==> config.mk <==
export PLATFORM = sky130hd
export DESIGN_NAME = uart_rx_terminal
export DESIGN_NICKNAME = d
export VERILOG_FILES = /design/src/rtl/uart_rx_terminal.sv
export SDC_FILE = /design/constraint.sdc
export NUM_CORES = 1
export LEC_CHECK = 0
export ABC_AREA = 0
export CORE_MARGIN = 1.5
export CORE_UTILIZATION = 40
export CTS_CLUSTER_DIAMETER = 40
export CTS_CLUSTER_SIZE = 28
export DETAILED_ROUTE_END_ITERATION = 10
export GPL_ROUTABILITY_DRIVEN = 0
export GPL_TIMING_DRIVEN = 0
export PLACE_DENSITY = 0.59
export SLEW_MARGIN = 0
export SYNTH_ARGS = -nofsm -noshare
export SYNTH_HDL_FRONTEND = slang
export SYNTH_SLANG_ARGS = --single-unit
export TNS_END_PERCENT = 30
==> constraint.sdc <==
create_clock -name clk -period 4.5 [get_ports clk]
set_input_delay 0.45 -clock clk [delete_from_list [all_inputs] [get_ports clk]]
set_output_delay 0.45 -clock clk [all_outputs]
set_load 0.01 [all_outputs]
==> src/rtl/uart_rx_terminal.sv <==
// uart_rx_terminal: 8N1 serial receiver with mid-bit sampling, start-glitch
// rejection, framing-error/break handling and a one-byte valid/ready hold stage.
module uart_rx_terminal #(
   parameter int unsigned CLKS_PER_BIT = 10408,
   parameter int unsigned DATA_BITS    = 8
) (
   input  logic                 clk,
   input  logic                 rst,
   input  logic                 rx,
   output logic [DATA_BITS-1:0] data_out,
   output logic                 data_valid,
   input  logic                 data_ready,
   output logic                 frame_err,
   output logic                 overrun,
   output logic                 busy
);

   localparam int unsigned CNT_W = 16;
   localparam int unsigned IDX_W = 3;
   localparam logic [CNT_W-1:0] HALF_RELOAD = CNT_W'(CLKS_PER_BIT / 2 - 1);
   localparam logic [CNT_W-1:0] FULL_RELOAD = CNT_W'(CLKS_PER_BIT - 1);
   localparam logic [IDX_W-1:0] LAST_IDX    = IDX_W'(DATA_BITS - 1);

   typedef enum logic [2:0] {
      S_IDLE,
      S_START,
      S_DATA,
      S_STOP,
      S_BREAK
   } state_t;

   logic [1:0]           sync_q;
   logic                 rx_s;
   state_t               state_q, state_d;
   logic [CNT_W-1:0]     cnt_q, cnt_d;
   logic [IDX_W-1:0]     idx_q, idx_d;
   logic [DATA_BITS-1:0] shreg_q, shreg_d;
   logic [DATA_BITS-1:0] data_out_q, data_out_d;
   logic                 valid_q, valid_d;
   logic                 fe_q, fe_d;
   logic                 ov_q, ov_d;
   logic                 busy_q, busy_d;
   logic                 tick;
   logic                 done;

   assign rx_s       = sync_q[1];
   assign tick       = (cnt_q == '0);
   assign data_out   = data_out_q;
   assign data_valid = valid_q;
   assign frame_err  = fe_q;
   assign overrun    = ov_q;
   assign busy       = busy_q;

   // Two-flop synchroniser for the asynchronous serial line; resets to idle-high.
   always_ff @(posedge clk or posedge rst) begin
      if (rst) sync_q <= 2'b11;
      else     sync_q <= {sync_q[0], rx};
   end

   // State, counters and output registers.
   always_ff @(posedge clk or posedge rst) begin
      if (rst) begin
         state_q    <= S_IDLE;
         cnt_q      <= '0;
         idx_q      <= '0;
         shreg_q    <= '0;
         data_out_q <= '0;
         valid_q    <= 1'b0;
         fe_q       <= 1'b0;
         ov_q       <= 1'b0;
         busy_q     <= 1'b0;
      end else begin
         state_q    <= state_d;
         cnt_q      <= cnt_d;
         idx_q      <= idx_d;
         shreg_q    <= shreg_d;
         data_out_q <= data_out_d;
         valid_q    <= valid_d;
         fe_q       <= fe_d;
         ov_q       <= ov_d;
         busy_q     <= busy_d;
      end
   end

   // Next-state, bit timing, shifting and hold-stage handshake.
   always_comb begin
      state_d    = state_q;
      cnt_d      = cnt_q;
      idx_d      = idx_q;
      shreg_d    = shreg_q;
      data_out_d = data_out_q;
      valid_d    = valid_q;
      fe_d       = 1'b0;
      ov_d       = 1'b0;
      done       = 1'b0;

      unique case (state_q)
         S_IDLE: begin
            if (!rx_s) begin
               state_d = S_START;
               cnt_d   = HALF_RELOAD;
            end
         end
         S_START: begin
            if (tick) begin
               if (!rx_s) begin
                  state_d = S_DATA;
                  idx_d   = '0;
                  cnt_d   = FULL_RELOAD;
               end else begin
                  state_d = S_IDLE;
               end
            end else begin
               cnt_d = cnt_q - CNT_W'(1);
            end
         end
         S_DATA: begin
            if (tick) begin
               shreg_d = {rx_s, shreg_q[DATA_BITS-1:1]};
               cnt_d   = FULL_RELOAD;
               if (idx_q == LAST_IDX) state_d = S_STOP;
               else                   idx_d   = idx_q + IDX_W'(1);
            end else begin
               cnt_d = cnt_q - CNT_W'(1);
            end
         end
         S_STOP: begin
            if (tick) begin
               cnt_d = FULL_RELOAD;
               if (rx_s) begin
                  done    = 1'b1;
                  state_d = S_IDLE;
               end else begin
                  fe_d    = 1'b1;
                  state_d = S_BREAK;
               end
            end else begin
               cnt_d = cnt_q - CNT_W'(1);
            end
         end
         S_BREAK: begin
            if (rx_s) state_d = S_IDLE;
         end
         default: state_d = S_IDLE;
      endcase

      // A completed byte either fills the hold stage, replaces a byte being
      // consumed this cycle, or is dropped with an overrun pulse.
      if (done) begin
         if (!valid_q || data_ready) begin
            data_out_d = shreg_q;
            valid_d    = 1'b1;
         end else begin
            ov_d = 1'b1;
         end
      end else if (valid_q && data_ready) begin
         valid_d = 1'b0;
      end

      busy_d = (state_d != S_IDLE);
   end

endmodule

======== Yosys cells after proc, flatten, opt, wreduce, memory -nomap -nowiden ========
Index checks and enable logic that the tools add are counted.
W data, S select, Z words.
word-level totals
  register bits ........................... 44
  logic and storage cells ................. 69
  output and inout port bits .............. 12
  input bits .............................. 4
cells by class
  reductions and logical operators ........ 15
  multiplexer cells ....................... 30
  equal/unequal tests ..................... 12
  add/subtract/negate cells ............... 2
operators by type and width
  cell                     number
  $mux W16                 4
  $pmux W16 S3             1
  $mux W3                  11
  $logic_not A16 Y1        1
  $sub A16 B1 Y16 const B  1
  $pmux W3 S5              1
  $mux W1                  11
  $ne A2 B2 Y1 const B     5
  $eq A3 B2 Y1 const B     2
  $eq A3 B3 Y1 const B     2
  $pmux W3 S2              1
  $reduce_and A2 Y1        3
  $reduce_bool A3 Y1       2
  $reduce_and A5 Y1        1
  $reduce_bool A2 Y1       2
  $add A3 B1 Y3 const B    1
  $eq A3 B1 Y1 const B     1
  $logic_not A3 Y1         1
  $ne A3 B3 Y1 const B     1
  $reduce_and A3 Y1        1
  $mux W2                  1
  $ne A2 B1 Y1 const B     1
  $reduce_or A2 Y1         1
  $logic_and A1 B1 Y1      1
  other kinds (2)          2

======== Logic depth before layout (Yosys ltp) ========
Gate-level depths: netlist of the first run.
  word-level depth ........................ 5
  gate-level depth with buffers ........... 9

======== Least setup slack after synthesis of the first run ========
OpenSTA, ideal clock, no wires.
  path kind ............................... register to register
  start ................................... reg cnt_q[6]
  end ..................................... reg idx_q[0]
  path slack .............................. 2.044 ns
  buffers on the path ..................... 3
  data required time ...................... 4.436 ns
  cell stages (with the launch flop) ...... 9
  data arrival time ....................... 2.392 ns
  library setup time ...................... 0.064 ns
  period minus slack after synthesis ...... 2.456 ns
  cell sequence ........................... dfrtp_1 -> or4_1 -> buf_2 -> or4_4 -> buf_6 -> or3_1 -> buf_2 -> nor4_2 -> a21o_1
between the ends
  longest elaborated chain between the ends .. 3
RTL lines
  what                                    line  text
  start, declared                         35    logic [CNT_W-1:0] cnt_q, cnt_d;
  start signal, assigned                  74    cnt_q <= cnt_d;
  $logic_not A16 Y1 (*)                   47    assign tick = (cnt_q == '0);
  $ne A2 B2 Y1 (no source line)           -
  $reduce_and A5 Y1 (no source line) (*)  -
  end signal, assigned                    75    idx_q <= idx_d;
  end, declared                           36    logic [IDX_W-1:0] idx_q, idx_d;
Every way passes the cells marked *; elsewhere a longest branch is shown, timed or not.
A chain may end at the register's enable or synchronous reset.

======== Final worst setup path of the first run ========
  start ................................... reg cnt_q[6]
  end ..................................... reg data_out_q[0], in the netlist data_out[0]
between the ends
  longest elaborated chain between the ends .. 4
RTL lines
  what                                line  text
  $logic_not A16 Y1                   47
  $mux W1                             128   if (tick) begin
  $mux W1                             97    unique case (state_q)
  $reduce_and A2 Y1 (no source line)  -
  end signal, assigned                77    data_out_q <= data_out_d;
  end, declared                       38    logic [DATA_BITS-1:0] data_out_q, data_out_d;
No other way between the ends.

==> results of run 1 <==
-- power by group through the flow --
stage | registers [uW] | logic (uW) | clock network (uW)
after floorplan | 405 | 8.21 | 0
after global placement | 405 | 13.8 | 0
after detailed placement | 405 | 16.8 | 0
after CTS | 397 | 16.9 | 321
after global routing | 397 | 18.6 | 335
final | 397 | 15.9 | 314
-- metal layers --
layer / share of wire (%) / global-route usage [%] / vias up
li1: - / - / 783
met1: 50 / 25.21 / 719
met2: 44 / 24.44 / 27
met3: 4.6 / 3.968 / 5
met4: 1.6 / 5.357 / 0
met5: 0 / 0 / -
-- per-stage QoR --
stage | area [sq um] | hold slack (ps) | worst slack [ps] | utilization (%) | total power, uW
finish | 2499 | 354.1 | 1705 | 48.92 | 727.0
CTS | 2499 | 359.7 | 1641 | 48.92 | 734.8
global placement | 2356 | 346.0 | 1649 | 46.13 | 418.4
global route | 2499 | 367.5 | 1400 | 48.92 | 750.9
detailed placement | 2384 | 350.0 | 1648 | 46.67 | 421.4
floorplan | 2118 | 345.2 | 2044 | - | 412.8
-- Yosys cell counts --
library cell / n / area, sq um
sky130_fd_sc_hd__or3b_2: 1 / 8.760
sky130_fd_sc_hd__a22o_1: 3 / 26.28
sky130_fd_sc_hd__nand4_1: 2 / 12.51
sky130_fd_sc_hd__a211o_1: 1 / 8.760
sky130_fd_sc_hd__dfstp_2: 2 / 52.55
sky130_fd_sc_hd__nor3_2: 1 / 10.01
sky130_fd_sc_hd__or4_1: 2 / 15.01
sky130_fd_sc_hd__a311oi_1: 1 / 8.760
sky130_fd_sc_hd__a21o_1: 3 / 22.52
sky130_fd_sc_hd__mux2_2: 16 / 180.2
sky130_fd_sc_hd__dfrtp_1: 42 / 1051
sky130_fd_sc_hd__nor2_1: 13 / 48.80
sky130_fd_sc_hd__nor2b_1: 4 / 25.02
sky130_fd_sc_hd__inv_1: 5 / 18.77
sky130_fd_sc_hd__nand4bb_1: 1 / 11.26
sky130_fd_sc_hd__nor4_2: 2 / 25.02
sky130_fd_sc_hd__or3_1: 3 / 18.77
sky130_fd_sc_hd__o211a_1: 1 / 10.01
sky130_fd_sc_hd__buf_2: 2 / 10.01
sky130_fd_sc_hd__nor3b_1: 2 / 15.01
sky130_fd_sc_hd__a22oi_1: 1 / 7.510
sky130_fd_sc_hd__or2_0: 1 / 6.260
sky130_fd_sc_hd__buf_6: 1 / 11.26
sky130_fd_sc_hd__nand2_1: 28 / 105.1
sky130_fd_sc_hd__o2bb2ai_1: 1 / 8.760
sky130_fd_sc_hd__nor3_1: 5 / 25.02
sky130_fd_sc_hd__a21bo_2: 1 / 10.01
sky130_fd_sc_hd__nand4b_1: 1 / 8.760
sky130_fd_sc_hd__or4b_1: 1 / 10.01
sky130_fd_sc_hd__o31ai_1: 1 / 7.510
sky130_fd_sc_hd__a21oi_1: 14 / 70.07
sky130_fd_sc_hd__a21boi_1: 1 / 7.510
sky130_fd_sc_hd__or2_2: 1 / 6.260
sky130_fd_sc_hd__nor4_1: 4 / 25.02
sky130_fd_sc_hd__clkbuf_1: 4 / 15.01
sky130_fd_sc_hd__nand3_1: 5 / 25.02
sky130_fd_sc_hd__xor2_1: 2 / 17.52
sky130_fd_sc_hd__a31oi_1: 1 / 6.260
sky130_fd_sc_hd__nand2b_1: 4 / 25.02
sky130_fd_sc_hd__ha_1: 4 / 50.05
sky130_fd_sc_hd__o21ai_0: 15 / 75.07
sky130_fd_sc_hd__or4_4: 1 / 11.26
sky130_fd_sc_hd__o21ai_1: 1 / 5.000
-- critical path, stage by stage, from the launching register on --
cell and delay, ps:
sky130_fd_sc_hd__dfrtp_1 450, sky130_fd_sc_hd__or4_1 520, sky130_fd_sc_hd__buf_2 170, sky130_fd_sc_hd__nor3_1 450, sky130_fd_sc_hd__nand3_1 160, sky130_fd_sc_hd__nor3_2 530
sky130_fd_sc_hd__mux2_2 400
-- flip-flops by register name, summed over array words and instances, names as in the netlist --
name and flops:
data_valid 1, state_q 3, sync_q 2, busy 1, idx_q 3, data_out 8, frame_err 1, overrun 1
shreg_q 8, cnt_q 16
-- layout make-up --
cell class                      count  area [sq um]  share of cell area (%)
Sequential cell                    44          1104                   44.17
Clock buffer                        5         68.82                   2.754
Tap cell                           70         87.58                   3.505
Buffer                              7         36.28                   1.452
Timing Repair Buffer               16         177.7                   7.111
Multi-Input combinational cell    149         959.7                   38.41
Inverter                            5         18.77                  0.7511
Clock inverter                      3         46.29                   1.853
-- cells by family after synthesis --
| logic type | after synthesis |
|---|---|
| buffers and inverters | 12 |
| adder cells (fa/ha/maj) | 4 |
| multiplexers | 16 |
| XOR/XNOR | 2 |
| AO/OA/AOI/OAI | 45 |
| AND/OR/NAND/NOR | 82 |
| flip-flops | 44 |
-- how the worst max path moves through the flow --
stage	start	end	cells past startpoint
after global placement	cnt_q[6]	data_out[6]	6
final	cnt_q[6]	data_out[0]	6
after floorplan	cnt_q[6]	idx_q[0]	8
after detailed placement	cnt_q[6]	data_out[5]	6
after global routing	cnt_q[6]	data_out[4]	6
after CTS	cnt_q[6]	data_out[5]	6
==> summary.txt, run 1 <==
Pwr
  • Internal power: roughly 570 uW
  • Relative contribution of combinational cells to total power: 2.2%
  • Net Sw Power: 157.4 uW
  • Worst voltage drop across the vdd grid: between 0.0002 and 0.00025 V
  • Part of the total power dissipated in the clock network: 43.2%
  • Reported leakage power: roughly 0.0011 uW
  • Power density relative to cell area: roughly 290 nW/um^2
  • Share of total power consumed by net switching: 21.65%
  • Sequential group share of total power: ~55%

CTS
  • TritonCTS clock tree: yes
  • Insertion delay to the later sink of the worst-skew pair: ~300 ps
  • Clock transition at the registers of the reported paths: approximately 90 ps
  • Buffer count from post-CTS setup fixing: 0
  • Master cell of the clock root buffer: sky130_fd_sc_hd__clkbuf_8
  • Clock sink count: 44
  • Cts hold-fix bufs: 0
  • Post-cts resize count: 0
  • Inserted Clock Buffers: 5
  • Max clock buf depth: 2
  • CTS H-Tree Depth: 2

Cells and area
  • Number of nets in the layout: around 240
  • Share of post-route cells with drive strength above 1: 16.59%
  • Final standard cell count with taps included and fillers excluded: around 300
  • Area Overhead vs Synth: 17.96%
  • Total inserted antenna cells: 0
  • Filler instances: 491
  • Most frequent standard cell in the layout excluding fill and tap cells: sky130_fd_sc_hd__dfrtp_1
  • Leading cell types in the layout, fill and taps excluded: sky130_fd_sc_hd__dfrtp_1, sky130_fd_sc_hd__nand2_1, sky130_fd_sc_hd__mux2_2, sky130_fd_sc_hd__o21ai_0, sky130_fd_sc_hd__clkdlybuf4s50_1

Placement
  • Placed Instances: a little under 300
  • Total of buffers placed on input and output ports: 15
  • Post-DP HPWL: ~2900 um

GRT
  • Via count of the first global-routing pass: ~1.5k
  • Remaining Overflow, GRT: 0
  • Global-route usage over all layers: between 10% and 20%
  • Wire length of the first global-routing pass: 7286 um
  • Antenna violations before repair: 0
  • Maximum number of pins on one net before global-route repair: 24

Die
  • I/O Pins: 16
  • Core area: 5107 sq um
  • Starting Density: approximately 41%
  • Die Y: roughly 76 um
  • Die width: ~76 um
  • Number of placement rows: 26
  • Area of the die: 5741 sq um

Critical path
  • Origin of the critical flop-to-flop path: cnt_q[6]
  • Data arrival time of the critical path: 2990 ps
  • Critical Setup Path Class: reg2reg
  • FF-to-FF setup slack: ~1700 ps
  • Element type at the critical path start: flip-flop
  • Endpoint of the worst register-to-register path: data_out[0]
  • Maximum fanout count along the critical path: 8
  • Required @ worst endpoint: ~4700 ps
  • Worst reg2reg path depth: 6
  • Category of the worst setup path capture point: flip-flop

Drt
  • ANT nets after route: 0
  • Routed wire length: 4155 um
  • Iteration-0 DRC count of the detailed router: between 100 and 150
  • Routed via count divided by cell count: around 5.1
  • Drt drc: 0
  • Mean routed wirelength per cell: about 14 um
  • Number of vias after detailed routing: around 1.5k
  • Number of detailed-route iterations in the first pass: 4

Synthesis
  • Count of unique library cells instantiated by Yosys: 43
  • Share of synthesized area occupied by flip-flops and latches: a little over half
  • Post-Syn Instances: 205
  • Synthesized flop and latch total: between 40 and 50
  • Largest family of logic cells by synthesized area: simple AND/OR/NAND/NOR gates
  • Compound-Gate Fraction of Synth Area: between 10% and 20%
  • Mean instance size in the synthesized netlist: between 10 and 15 sq um
  • Xor and xnor fraction of the mapped netlist area: less than 1%
  • Warnings, synthesis: 0
  • Post-Syn Nets: approximately 210
  • Portion of netlist area occupied by mux cells: about 8.5%
  • Synth Area in Adders: 2.363%
  • Simple logic cell fraction of the synthesized area: between 20% and 30%
  • Summed instance area of the synthesized netlist: 2118 sq um

STA
  • Final sum of negative setup slack: 0 ps
  • Final hold violations: 0
  • Least-Margin Pin Slew: a little over 800 ps
  • Final count of negative-setup-slack endpoints: 0
  • Crit share post-route: about 62%
  • Max-slew violation count: 0
  • RSZ-0062 raised after global routing: no
  • Min cycle time layout: 2795 ps
  • Clock skew after layout: around 7.7 ps
  • Max_slew headroom: between 40% and 50%
  • Achievable frequency: roughly 360 MHz

Hold path
  • Hold path start: sync_q[0]
  • Capture endpoint of the worst hold path: sync_q[1]
  • Cell depth of the worst min-delay path: 0
  • Hold WC Path Type: reg2reg

Job
  • Max-cap check violation count: 0

Status
  • Outcome: complete, no violations
Power figures use the tool's default switching activity.
==> run 2, diff against run 1 <==
==> constraint.sdc (replaced) <==
create_clock -name clk -period 2.8 [get_ports clk]
set_input_delay 0.28 -clock clk [delete_from_list [all_inputs] [get_ports clk]]
set_output_delay 0.28 -clock clk [all_outputs]
set_load 0.01 [all_outputs]
==> summary.txt, run 2 (synthesized netlist as in run 1, its figures left out) <==
STA
  • Max-slew violation count: 0 (unchanged)
  • Final sum of negative setup slack: 0 ps (unchanged)
  • Clock skew after layout: 8.212 ps (+0.5015 ps)
  • Least-Margin Pin Slew: 826.5 ps (+9.895 ps)
  • Max_slew headroom: 44.90% (-0.66 points)
  • Crit share post-route: 94.46% (+32 points)
  • RSZ-0062 raised after global routing: no
  • Achievable frequency: 378.1 MHz (+5.7%)
  • Min cycle time layout: 2645 ps (-150.5 ps)
  • Final count of negative-setup-slack endpoints: 0 (unchanged)
  • Final hold violations: 0 (unchanged)
  • WHS: 310.4 ps (-43.74 ps)

Pwr
  • Power density relative to cell area: 463.3 nW/um^2 (+59%)
  • Worst voltage drop across the vdd grid: 0.0003341 V (+61%)
  • Reported leakage power: 0.001156 uW (+0.76%)

Cells and area
  • Area Overhead vs Synth: 18.90%
  • Filler instances: 490 (-0.20%)
  • Total area of sequential cells: 1104 sq um (unchanged)
  • Register containing the most flip-flops in the final layout: cnt_q
  • Multi-input combinational cell area: 979.7 sq um (+2.1%)
  • Largest register FFs: 16 (unchanged)
  • Most frequent standard cell in the layout excluding fill and tap cells: sky130_fd_sc_hd__dfrtp_1
  • Number of nets in the layout: 236 (unchanged)
  • Share of post-route cells with drive strength above 1: 17.03% (+0.44 points)
  • Total inserted antenna cells: 0 (unchanged)
  • Leading cell types in the layout, fill and taps excluded: sky130_fd_sc_hd__dfrtp_1, sky130_fd_sc_hd__nand2_1, sky130_fd_sc_hd__mux2_2, sky130_fd_sc_hd__o21ai_0, sky130_fd_sc_hd__clkdlybuf4s50_1

Critical path
  • FF-to-FF setup slack: 160 ps (-1550 ps)
  • Origin of the critical flop-to-flop path: cnt_q[2]
  • Data arrival time of the critical path: 2890 ps (-100 ps)
  • Endpoint of the worst register-to-register path: idx_q[0]
  • Required @ worst endpoint: 3040 ps (-1650 ps)
  • Category of the worst setup path capture point: flip-flop
  • Element type at the critical path start: flip-flop
  • Cell at the slowest stage of the critical path: sky130_fd_sc_hd__or4_1
  • Maximum fanout count along the critical path: 9 (+1)
  • Critical Setup Path Class: reg2reg
  • Worst reg2reg path depth: 7 (+1)
  • List of cells traversed by the critical path: or4_1 > or4_4 > buf_6 > or3_1 > buf_2 > nor4_2 > a21o_1
  • Maximum cell stage delay along the critical path: 670 ps (+140 ps)

Die
  • I/O Pins: 16 (unchanged)
  • Die width: 75.77 um (unchanged)
  • Number of placement rows: 26 (unchanged)
  • Starting Density: 41.47% (unchanged)
  • Area of the die: 5741 sq um (unchanged)
  • Core area: 5107 sq um (unchanged)
  • Die Y: 75.77 um (unchanged)

Drt
  • Number of detailed-route iterations in the first pass: 4 (unchanged)
  • Mean routed wirelength per cell: 13.90 um (about the same)
  • Drt drc: 0 (unchanged)
  • Routed wire length: 4157 um (about the same)
  • Routed via count divided by cell count: 5.127 (about the same)
  • Iteration-0 DRC count of the detailed router: 136 (+19%)
  • Number of vias after detailed routing: 1,533 (-0.065%)
  • ANT nets after route: 0 (unchanged)

GRT
  • Antenna violations before repair: 0 (unchanged)
  • Global-route usage over all layers: 16.99% (unchanged)
  • Remaining Overflow, GRT: 0 (unchanged)
  • Via count of the first global-routing pass: 1,513 (unchanged)
  • Maximum number of pins on one net before global-route repair: 24 (unchanged)
  • Wire length of the first global-routing pass: 7286 um (unchanged)

CTS
  • Insertion delay to the later sink of the worst-skew pair: 300 ps (about the same)
  • Master cell of the clock root buffer: sky130_fd_sc_hd__clkbuf_8
  • CTS H-Tree Depth: 2 (unchanged)
  • Max clock buf depth: 2 (unchanged)
  • Clock sink count: 44 (unchanged)
  • Cts hold-fix bufs: 0 (unchanged)
  • TritonCTS clock tree: yes
  • Clock transition at the registers of the reported paths: 90 ps (about the same)
  • Inserted Clock Buffers: 5 (unchanged)

Job
  • Max-cap check violation count: 0 (unchanged)

Placement
  • Total of buffers placed on input and output ports: 15 (unchanged)
  • Post-DP HPWL: 2903 um (unchanged)

Status
  • Outcome: complete, no violations

Hold path
  • Hold WC Path Type: in2async
run 2: worst max path at each step:
stage,startpoint,end
after global placement,cnt_q[6],data_out[6]
after floorplan,cnt_q[6],idx_q[0]
after CTS,cnt_q[2],shreg_q[0]
after detailed placement,cnt_q[6],data_out[5]
final,cnt_q[2],idx_q[0]
after global routing,cnt_q[2],idx_q[0]
run 2: cell type report:
class                   count  area share [%]
inverters                   5          0.7452
repair buffers             16           7.054
clock inverters             3           1.838
well taps                  70           3.477
clock buffers               5           2.732
plain buffers               7           1.441
multi-input cells         149           38.90
flip-flops and latches     44           43.82
run 2: per-layer routing:
layer,vias up,part of all wire [%],track usage [%]
met5,-,0,0
met4,0,1.3,5.357
met3,4,5.0,3.968
met2,34,44,24.44
met1,710,49,25.21
li1,785,-,-
run 2: stage by stage:
stage | setup slack, ps | util (%) | power, uW | area (sq um) | instances
finish | 155.1 | 49.31 | 1167 | 2519 | 299
global route | 50.21 | 49.31 | 1207 | 2519 | 299
CTS | 70.94 | 49.04 | 1181 | 2505 | 299
detailed placement | -52.30 | 46.67 | 677.3 | 2384 | 291
global placement | -50.76 | 46.13 | 672.4 | 2356 | 290
floorplan | 343.7 | - | 663.5 | 2118 | 205
run 2: timing repair:
item,in CTS,in global routing
gates resized for setup,1,2
pin swaps,0,0
endpoints found under the setup margin,8,25
setup buffers,0,0
run 2: report_power, final:
part	leakage [uW]	internal (uW)	switching [uW]
clock	0.0000548	269	234
sequential	0.000572	637	0.333
combinational	0.000529	9.12	16.9
total	0.00116	915	251
run 2: critical path, delay by kind of cell (launching register included):
| family | cells | cell delay (ps) |
|---|---|---|
| AND/OR/NAND/NOR | 4 | 1730 |
| flip-flops | 1 | 440 |
| AO/OA/AOI/OAI | 1 | 110 |
| buffers and inverters | 2 | 320 |
